## config.mk

```make
export PLATFORM = sky130hd
export DESIGN_NAME = warp_copy_engine_flat
export DESIGN_NICKNAME = d
export VERILOG_FILES = /design/src/rtl/warp_copy_engine_if.sv /design/src/rtl/warp_copy_engine.sv /design/src/flat_wrapper.sv
export SDC_FILE = /design/constraint.sdc
export NUM_CORES = 1
export LEC_CHECK = 0
export ABC_AREA = 1
export ABC_CLOCK_PERIOD_IN_PS = 2400
export CORE_ASPECT_RATIO = 1.1
export CORE_UTILIZATION = 53
export CTS_CLUSTER_SIZE = 30
export DETAILED_ROUTE_END_ITERATION = 10
export PLACE_DENSITY = 0.91
export SKIP_CTS_REPAIR_TIMING = 1
export SLEW_MARGIN = 20
export SYNTH_ARGS = -nofsm -noshare
export SYNTH_HDL_FRONTEND = slang
export SYNTH_SLANG_ARGS = --single-unit
```

## constraint.sdc

```tcl
create_clock -name clk -period 2.4 [get_ports clk]
set_input_delay 0.48 -clock clk [delete_from_list [all_inputs] [get_ports clk]]
set_output_delay 0.48 -clock clk [all_outputs]
set_load 0.05 [all_outputs]
```

## src/rtl/warp_copy_engine_if.sv

```systemverilog
// Bus bundle between the copy engine, the shared frame RAM and the warp stage.
// Handshake: there is no valid/ready pair. start is a level that the engine
// samples only while idle (ignored while busy); done is a one-cycle pulse;
// RAM read data and warp results are trusted purely by fixed latency, so the
// slave side must return ram_q / warp_out exactly RAM_RD_LAT / WARP_LAT cycles
// after it samples ram_addr / warp_i,warp_j.
interface warp_copy_engine_if;
    logic        start;
    logic        busy;
    logic        done;
    logic [9:0]  warp_i;
    logic [9:0]  warp_j;
    logic [20:0] warp_out;
    logic        ram_we;
    logic [20:0] ram_addr;
    logic [7:0]  ram_data;
    logic [7:0]  ram_q;
    logic [18:0] skip_cnt;
    logic [2:0]  dbg_state;

    // Engine side
    modport master (
        input  start, warp_out, ram_q,
        output busy, done, warp_i, warp_j, ram_we, ram_addr, ram_data,
               skip_cnt, dbg_state
    );

    // Environment side (RAM, warp stage, controller)
    modport slave (
        output start, warp_out, ram_q,
        input  busy, done, warp_i, warp_j, ram_we, ram_addr, ram_data,
               skip_cnt, dbg_state
    );
endinterface

```

## src/rtl/warp_copy_engine.sv

```systemverilog
// Frame remap sequencer: walks source pixels in raster order, reads each from
// the frame RAM, asks the warp stage for its destination offset and writes the
// pixel to DST_BASE + offset. Offsets outside the frame are counted, not written.
module warp_copy_engine #(
    parameter int WIDTH      = 640,
    parameter int HEIGHT     = 480,
    parameter int SRC_BASE   = 0,
    parameter int DST_BASE   = 400000,
    parameter int RAM_RD_LAT = 1,
    parameter int WARP_LAT   = 1
) (
    input  logic               clk,
    input  logic               rst,
    warp_copy_engine_if.master bus
);

    // WAIT must cover the slower of the two pipelines, and at least one cycle.
    localparam int          L_RAW  = (RAM_RD_LAT > WARP_LAT) ? RAM_RD_LAT : WARP_LAT;
    localparam int          L      = (L_RAW < 1) ? 1 : L_RAW;
    localparam logic [20:0] SRC_A  = 21'(SRC_BASE);
    localparam logic [20:0] DST_A  = 21'(DST_BASE);
    localparam logic [20:0] NPIX   = 21'(WIDTH * HEIGHT);
    localparam logic [9:0]  J_LAST = 10'(WIDTH - 1);
    localparam logic [9:0]  I_LAST = 10'(HEIGHT - 1);
    localparam logic [7:0]  W_LAST = 8'(L - 1);

    typedef enum logic [2:0] {
        S_IDLE   = 3'd0,
        S_READ   = 3'd1,
        S_WAIT   = 3'd2,
        S_WRITE  = 3'd3,
        S_FINISH = 3'd4
    } state_t;

    state_t      r_state, w_state_nxt;
    logic [9:0]  r_i, w_i_nxt;
    logic [9:0]  r_j, w_j_nxt;
    logic [18:0] r_k, w_k_nxt;
    logic [7:0]  r_wait, w_wait_nxt;
    logic        r_busy, w_busy_nxt;
    logic        r_done, w_done_nxt;
    logic        r_ram_we, w_ram_we_nxt;
    logic [20:0] r_ram_addr, w_ram_addr_nxt;
    logic [7:0]  r_ram_data, w_ram_data_nxt;
    logic [9:0]  r_warp_i, w_warp_i_nxt;
    logic [9:0]  r_warp_j, w_warp_j_nxt;
    logic [18:0] r_skip, w_skip_nxt;

    logic w_last_pix;
    logic w_wait_last;
    logic w_in_range;

    assign w_last_pix  = (r_i == I_LAST) && (r_j == J_LAST);
    assign w_wait_last = (r_wait == W_LAST);
    assign w_in_range  = (bus.warp_out < NPIX);

    // State register.
    always_ff @(posedge clk) begin
        if (rst) begin
            r_state <= S_IDLE;
        end else begin
            r_state <= w_state_nxt;
        end
    end

    // Next-state logic: one pixel is READ, L x WAIT, WRITE.
    always_comb begin
        w_state_nxt = r_state;
        case (r_state)
            S_IDLE:   if (bus.start) w_state_nxt = S_READ;
            S_READ:   w_state_nxt = S_WAIT;
            S_WAIT:   if (w_wait_last) w_state_nxt = S_WRITE;
            S_WRITE:  w_state_nxt = w_last_pix ? S_FINISH : S_READ;
            S_FINISH: w_state_nxt = S_IDLE;
            default:  w_state_nxt = S_IDLE;
        endcase
    end

    // Output and datapath next values; computed on the transition into each
    // state so every output comes straight from a flop during that state.
    always_comb begin
        w_i_nxt        = r_i;
        w_j_nxt        = r_j;
        w_k_nxt        = r_k;
        w_wait_nxt     = r_wait;
        w_busy_nxt     = r_busy;
        w_done_nxt     = 1'b0;
        w_ram_we_nxt   = 1'b0;
        w_ram_addr_nxt = r_ram_addr;
        w_ram_data_nxt = r_ram_data;
        w_warp_i_nxt   = r_warp_i;
        w_warp_j_nxt   = r_warp_j;
        w_skip_nxt     = r_skip;
        case (r_state)
            S_IDLE: begin
                if (bus.start) begin
                    w_i_nxt        = 10'd0;
                    w_j_nxt        = 10'd0;
                    w_k_nxt        = 19'd0;
                    w_skip_nxt     = 19'd0;
                    w_busy_nxt     = 1'b1;
                    w_ram_addr_nxt = SRC_A;
                    w_warp_i_nxt   = 10'd0;
                    w_warp_j_nxt   = 10'd0;
                end
            end
            S_READ: begin
                w_wait_nxt = 8'd0;
            end
            S_WAIT: begin
                if (w_wait_last) begin
                    // Last WAIT cycle: pixel and offset are valid on the inputs now.
                    w_ram_data_nxt = bus.ram_q;
                    if (w_in_range) begin
                        w_ram_we_nxt   = 1'b1;
                        w_ram_addr_nxt = DST_A + bus.warp_out;
                    end else if (r_skip != '1) begin
                        w_skip_nxt = r_skip + 19'd1;
                    end
                end else begin
                    w_wait_nxt = r_wait + 8'd1;
                end
            end
            S_WRITE: begin
                if (w_last_pix) begin
                    w_busy_nxt = 1'b0;
                    w_done_nxt = 1'b1;
                end else begin
                    if (r_j == J_LAST) begin
                        w_j_nxt = 10'd0;
                        w_i_nxt = r_i + 10'd1;
                    end else begin
                        w_j_nxt = r_j + 10'd1;
                    end
                    w_k_nxt        = r_k + 19'd1;
                    w_ram_addr_nxt = SRC_A + {2'b00, r_k + 19'd1};
                    w_warp_i_nxt   = w_i_nxt;
                    w_warp_j_nxt   = w_j_nxt;
                end
            end
            default: begin
            end
        endcase
    end

    // Datapath and output registers.
    always_ff @(posedge clk) begin
        if (rst) begin
            r_i        <= 10'd0;
            r_j        <= 10'd0;
            r_k        <= 19'd0;
            r_wait     <= 8'd0;
            r_busy     <= 1'b0;
            r_done     <= 1'b0;
            r_ram_we   <= 1'b0;
            r_ram_addr <= 21'd0;
            r_ram_data <= 8'd0;
            r_warp_i   <= 10'd0;
            r_warp_j   <= 10'd0;
            r_skip     <= 19'd0;
        end else begin
            r_i        <= w_i_nxt;
            r_j        <= w_j_nxt;
            r_k        <= w_k_nxt;
            r_wait     <= w_wait_nxt;
            r_busy     <= w_busy_nxt;
            r_done     <= w_done_nxt;
            r_ram_we   <= w_ram_we_nxt;
            r_ram_addr <= w_ram_addr_nxt;
            r_ram_data <= w_ram_data_nxt;
            r_warp_i   <= w_warp_i_nxt;
            r_warp_j   <= w_warp_j_nxt;
            r_skip     <= w_skip_nxt;
        end
    end

    assign bus.busy      = r_busy;
    assign bus.done      = r_done;
    assign bus.warp_i    = r_warp_i;
    assign bus.warp_j    = r_warp_j;
    assign bus.ram_we    = r_ram_we;
    assign bus.ram_addr  = r_ram_addr;
    assign bus.ram_data  = r_ram_data;
    assign bus.skip_cnt  = r_skip;
    assign bus.dbg_state = r_state;

endmodule
```

## src/flat_wrapper.sv

```systemverilog
// flat-port wrapper written by rule: the top's interface ports become plain ports
module warp_copy_engine_flat 
#(
    parameter int WIDTH      = 640,
    parameter int HEIGHT     = 480,
    parameter int SRC_BASE   = 0,
    parameter int DST_BASE   = 400000,
    parameter int RAM_RD_LAT = 1,
    parameter int WARP_LAT   = 1
)
  (clk, rst, bus_start, bus_warp_out, bus_ram_q, bus_busy, bus_done, bus_warp_i, bus_warp_j, bus_ram_we, bus_ram_addr, bus_ram_data, bus_skip_cnt, bus_dbg_state);
  warp_copy_engine_if bus_i ();
  input  logic clk;
  input  logic rst;
  input wire logic [$bits(bus_i.start)-1:0] bus_start;
  input wire logic [$bits(bus_i.warp_out)-1:0] bus_warp_out;
  input wire logic [$bits(bus_i.ram_q)-1:0] bus_ram_q;
  output wire logic [$bits(bus_i.busy)-1:0] bus_busy;
  output wire logic [$bits(bus_i.done)-1:0] bus_done;
  output wire logic [$bits(bus_i.warp_i)-1:0] bus_warp_i;
  output wire logic [$bits(bus_i.warp_j)-1:0] bus_warp_j;
  output wire logic [$bits(bus_i.ram_we)-1:0] bus_ram_we;
  output wire logic [$bits(bus_i.ram_addr)-1:0] bus_ram_addr;
  output wire logic [$bits(bus_i.ram_data)-1:0] bus_ram_data;
  output wire logic [$bits(bus_i.skip_cnt)-1:0] bus_skip_cnt;
  output wire logic [$bits(bus_i.dbg_state)-1:0] bus_dbg_state;
  assign bus_i.start = bus_start;
  assign bus_i.warp_out = bus_warp_out;
  assign bus_i.ram_q = bus_ram_q;
  assign bus_busy = bus_i.busy;
  assign bus_done = bus_i.done;
  assign bus_warp_i = bus_i.warp_i;
  assign bus_warp_j = bus_i.warp_j;
  assign bus_ram_we = bus_i.ram_we;
  assign bus_ram_addr = bus_i.ram_addr;
  assign bus_ram_data = bus_i.ram_data;
  assign bus_skip_cnt = bus_i.skip_cnt;
  assign bus_dbg_state = bus_i.dbg_state;
  warp_copy_engine #(.WIDTH(WIDTH), .HEIGHT(HEIGHT), .SRC_BASE(SRC_BASE), .DST_BASE(DST_BASE), .RAM_RD_LAT(RAM_RD_LAT), .WARP_LAT(WARP_LAT)) u_core (.clk(clk), .rst(rst), .bus(bus_i));
endmodule
```

== After elaboration in Yosys (flattened, before gate mapping) ==
Index checks and enable logic that the tools add are counted.

* Flip-flop bits (word level): 101
* Input bits: 32
* Output and inout port bits: 74
* Word-level logic and storage cells: 83

* $add $sub $neg: 6
* $lt $le $gt $ge: 1
* Eq/ne operators: 15
* Mux-type cells: 30
* Bitwise operators: 3
* Reduce and logical (&&, ||, !) cells: 17

{| class="wikitable"
|+ Operators by type and width
! cell !! count
|-
| $mux W19 || 5
|-
| $mux W21 || 4
|-
| $pmux W19 S2 || 2
|-
| $pmux W21 S3 || 1
|-
| $mux W10 || 5
|-
| $pmux W10 S2 || 2
|-
| $add A19 B1 Y19 const B || 2
|-
| $add A19 B21 Y21 const A || 1
|-
| $lt A21 B19 Y1 const B || 1
|-
| $add A10 B1 Y10 const B || 2
|-
| $ne A19 B19 Y1 const B || 1
|-
| $pmux W8 S2 || 1
|-
| $pmux W3 S4 || 1
|-
| $eq A10 B10 Y1 const B || 1
|-
| $eq A10 B9 Y1 const B || 1
|-
| $reduce_and A5 Y1 || 2
|-
| $mux W3 || 3
|-
| $add A8 B1 Y8 const B || 1
|-
| $logic_not A8 Y1 || 1
|-
| $mux W8 || 1
|-
| $ne A2 B1 Y1 const B || 4
|-
| $ne A2 B2 Y1 const B || 4
|-
| $eq A3 B2 Y1 const B || 2
|-
| $reduce_and A2 Y1 || 3
|-
| 13 further kinds || 21
|}

== Logic depth before layout (Yosys ltp) ==
* Depth in word-level cells: 5
* Depth in mapped cells: 14

== Worst setup path after synthesis ==
OpenSTA, ideal clock, no wires.

* Path type: register to register
* From: register u_core.r_i[0]
* To: register u_core.r_k[0]
* Data arrival time: 2020 ps
* Slack: 264 ps
* Stages on the path, launching flop included: 12
* Path buffers: 1
* Clock period less this slack: 2136 ps
* Path through: dfxtp_1 > ha_1 > nand2_1 > clkinv_1 > nand3_1 > nor2_2 > nand3_4 > nand2_4 > inv_4 > buf_2 > o21ai_0 > nor2_1

* Longest elaborated chain between the ends: 4

{| class="wikitable"
|+ Ends and longest elaborated chain
! what !! line !! RTL
|-
| from (decl) || warp_copy_engine.sv:36 || <nowiki>logic [9:0] r_i, w_i_nxt;</nowiki>
|-
| from (signal assigned) || warp_copy_engine.sv:162 || <nowiki>r_i <= w_i_nxt;</nowiki>
|-
| $eq A10 B9 Y1 || warp_copy_engine.sv:53 || <nowiki>assign w_last_pix = (r_i == I_LAST) && (r_j == J_LAST);</nowiki>
|-
| $logic_and A1 B1 Y1 || warp_copy_engine.sv:53 ||
|-
| $ne A2 B2 Y1 (no source line) || - ||
|-
| $reduce_and A3 Y1 (no source line) || - ||
|-
| to (signal assigned) || warp_copy_engine.sv:164 || <nowiki>r_k <= w_k_nxt;</nowiki>
|-
| to (decl) || warp_copy_engine.sv:38 || <nowiki>logic [18:0] r_k, w_k_nxt;</nowiki>
|}

Every way passes these cells.
A chain may end at the register's enable or synchronous reset.

== Worst setup path after layout ==
* From: register u_core.r_skip[10] (netlist: u_core.bus.skip_cnt[10])
* To: output bus_skip_cnt[10]

{| class="wikitable"
|+ RTL lines
! what !! line !! RTL
|-
| from (decl) || warp_copy_engine.sv:47 || <nowiki>logic [18:0] r_skip, w_skip_nxt;</nowiki>
|-
| from (signal assigned) || warp_copy_engine.sv:173 || <nowiki>r_skip <= w_skip_nxt;</nowiki>
|-
| to (decl) || flat_wrapper.sv:25 || <nowiki>output wire logic [$bits(bus_i.skip_cnt)-1:0] bus_skip_cnt;</nowiki>
|}

No word-level cell between the ends.

==> metrics.md <==
| Metric | Value |
|---|---|
| Setup TNS | 0 ps |
| Syn Std Cell Area | 0.00576 sq mm |
| DR vias | 6178 |
| Largest cells by area after synthesis | dfxtp_1, nand2_1, nor2_1 |
| Top Ports | roughly 110 |
| Vias in the first global route | 5543 |
| Pwr dens | 646 mW/mm^2 |
| Leak | 2.60 nW |
| CTS tree | built |
| Skew-Pair Late Insertion Delay | roughly 360 ps |
| Reg2Reg Depth | 9 |
| Maximum vdd drop | 0.000465 V |
| Sequential share of the synthesized area | between 30% and 40% |
| Diodes inserted | 0 |
| Area growth syn-to-layout | 25.5% |
| Worst path slowest cell | clkdlybuf4s50_1 |
| Fraction of registers with async set/reset | 0% |
| Starting DRC count in detailed routing | 385 |
| Most used cells in the layout excluding fill and tap cells | nand2_1, nor2_1, clkdlybuf4s50_1 |
| Commonest non-fill, non-tap cell in the layout | nand2_1 |
| Critical path startpoint | u_core.bus.skip_cnt[10]$_SDFFE_PP0P_ |
| Worst Path Buf+Inv | 1 |
| Reg-to-reg endpoint | u_core.bus.ram_addr[14]$_SDFFE_PP0P_ |
| Final Slew Violations | 0 |
| Final Skew | between 7 and 8 ps |
| Worst slew margin | 53.9% |
| Number of synthesized flops with an enable pin | 0 |
| Clock buffer depth | 2 |
| Outcome | finished, final reports clean |
| CP delay by family, top | buffers and inverters |
| CTS sink count | 101 |
| Largest net degree at the start of global routing | 55 |
| Routed WL | 15300 microns |
| Unrepaired setup endpoints after global routing | false |
| Die Y | 111 microns |
| Fin crit period | 2170 ps |
| Grt ovf | 0 |
| Post-Synthesis Cells | 904 |
| Antenna viol nets, final | 0 |
| Worst slew pin tran | 691 ps |
| Port Buf Inserts | between 100 and 150 |
| Pre-Repair DR Iteration Count | 6 |
| Seq cells post-synth | 101 |
| Core footprint | 0.0105 sq mm |
| Layout Cells excl Fill | 1149 |
| Synth top area share | 35.1% |
| Antenna violations before repair | 0 |
| Hold_sp | u_core.bus.ram_addr[20]$_SDFFE_PP0P_ |
| Critical Path Sink | bus_skip_cnt[10] |
| Num rows | 39 |
| Net Count, Synth | 943 |
| Synth cell types | 37 |
| Total clock buffers created by CTS | 9 |
| Worst-path clk slew | 70 ps |
| Root Driver | clkbuf_16 |
| Hold slack | approximately 440 ps |
| Synth Flop Type | dfxtp_1 |
| Nature of the critical path startpoint | flip-flop |
| Crit share post-route | 90.3% |
| Syn avg cell area | 6.37 sq um |
| # setup viols final | 0 |
| Nets | 1040 |
| Synth warnings | 0 |
| First-pass GRT wire length | 25000 microns |
| CP Capture Type | primary output |
| Die width | 101 microns |
| Tightest Hold Check Type | reg2reg |
| Worst EP required | ~1900 ps |
| Post-synth top area cell | dfxtp_1 |
| H-tree level count | 3 |
| Max-cap violation count | 0 |
| All-Layer GR Usage | 27.6% |
| Gpl congestion | 0.928 |
| Die area | roughly 0.011 sq mm |
| Worst EP arrival | 1690 ps |
| Drc violations | 0 |
| Critical path class | reg2out |
| Detailed Place HPWL | 10700 microns |
| Fmax | roughly 460 MHz |
| Cell breakdown of the critical path | clkdlybuf4s50_1 |
| Wirelength per Cell | around 13 microns |
| Post-layout util | 68.9% |
| Cell count along the critical path | 1 |
| CP max FO | 6 |
| Via density per instance | between 5 and 6 |
| Proportion of layout cells with a drive suffix above 1 | 6.16% |
| Reg2reg start | u_core.r_k[0]$_SDFFE_PP0P_ |
| Setup slack, reg-to-reg | approximately 300 ps |
| Crit path largest cell delay | 860 ps |
| Initial cell density of the core | 54.9% |
| Inst Count DP | ~1.1k |
| Final hold viol count | 0 |
-- where the power goes --
group          leakage (nW)  switching, mW  total [mW]  internal, mW
Sequential            0.821          0.116        1.92          1.80
Clock                 0.149          0.676        1.52         0.845
Combinational          1.63          0.835        1.23         0.398
Total                  2.60           1.63        4.67          3.05
-- sequential cells by signal (all words and copies together), names as in the netlist, 3 cells and up --
| signal | count |
|---|---|
| u_core.bus.ram_data | 8 |
| u_core.r_k | 19 |
| u_core.r_wait | 8 |
| u_core.bus.skip_cnt | 19 |
| u_core.r_j | 10 |
| u_core.bus.ram_addr | 21 |
| u_core.bus.dbg_state | 3 |
| u_core.r_i | 10 |
-- tightest hold or removal path, cell delays in order, from the launching register on --
cell and delay, ps:
dfxtp_1 310, nand2_1 60, nor2_1 30
-- per-layer routing --
layer | wire length (microns) | vias up | track usage [%]
li1 | - | 3122 | -
met1 | 6350 | 2781 | 33.8
met2 | 7440 | 231 | 45.9
met3 | 1020 | 44 | 6.03
met4 | 462 | 0 | 12.4
met5 | 0 | - | 0
-- cells by family after synthesis --
family          Yosys count  share of synthesized area (%)
buf+inv                 107                           8.19
flops                   101                           35.1
compound gates          147                           13.6
fa+ha+maj                 7                           1.52
xor+xnor                 19                           2.89
simple gates            523                           38.7
-- how the worst min path moves through the flow --
stage,endpoint,cells past startpoint
2_1_floorplan,u_core.r_wait[7]$_SDFFE_PP0P_,2
3_3_place_gp,u_core.bus.ram_addr[20]$_SDFFE_PP0P_,2
3_5_place_dp,u_core.bus.ram_addr[20]$_SDFFE_PP0P_,2
4_1_cts,u_core.bus.ram_addr[20]$_SDFFE_PP0P_,2
5_1_grt,u_core.bus.ram_addr[20]$_SDFFE_PP0P_,2
6_report,u_core.bus.ram_addr[20]$_SDFFE_PP0P_,2
-- through the flow --
stage	setup slack (ps)	power (mW)	cell area, sq um
finish	233	4.67	7230
global route	112	4.90	7230
CTS	231	4.67	7230
detailed placement	66.4	3.16	6920
global placement	119	3.13	6920
floorplan	264	2.82	5760
-- area by class of cell --
class / instances / area, sq um
fill: 885 / 3260
inverter: 75 / 287
timing repair buffer: 118 / 1170
tap: 143 / 179
clock buffer: 10 / 239
clock inverter: 6 / 68.8
multi-input combinational: 696 / 3270
sequential: 101 / 2020
-- cell usage after synthesis (2+ instances only) --
cell type	count
nor2_2	3
ha_1	7
o22ai_1	2
nor3_1	15
nand4_1	14
a211oi_1	3
a21oi_1	88
nor2_1	138
o21ai_0	42
inv_4	2
xor2_1	11
buf_1	3
clkinv_1	3
nor2_4	3
dfxtp_1	101
buf_6	6
o21bai_1	6
or2_2	4
nand2_2	3
nand3_1	66
inv_1	65
inv_2	5
nor3b_1	2
buf_4	3
a21oi_2	4
clkbuf_1	13
nand3_2	3
nand3b_1	4
xnor2_1	8
buf_2	7
nand2_1	262
nand2_4	3
Power figures use the tool's default switching activity.
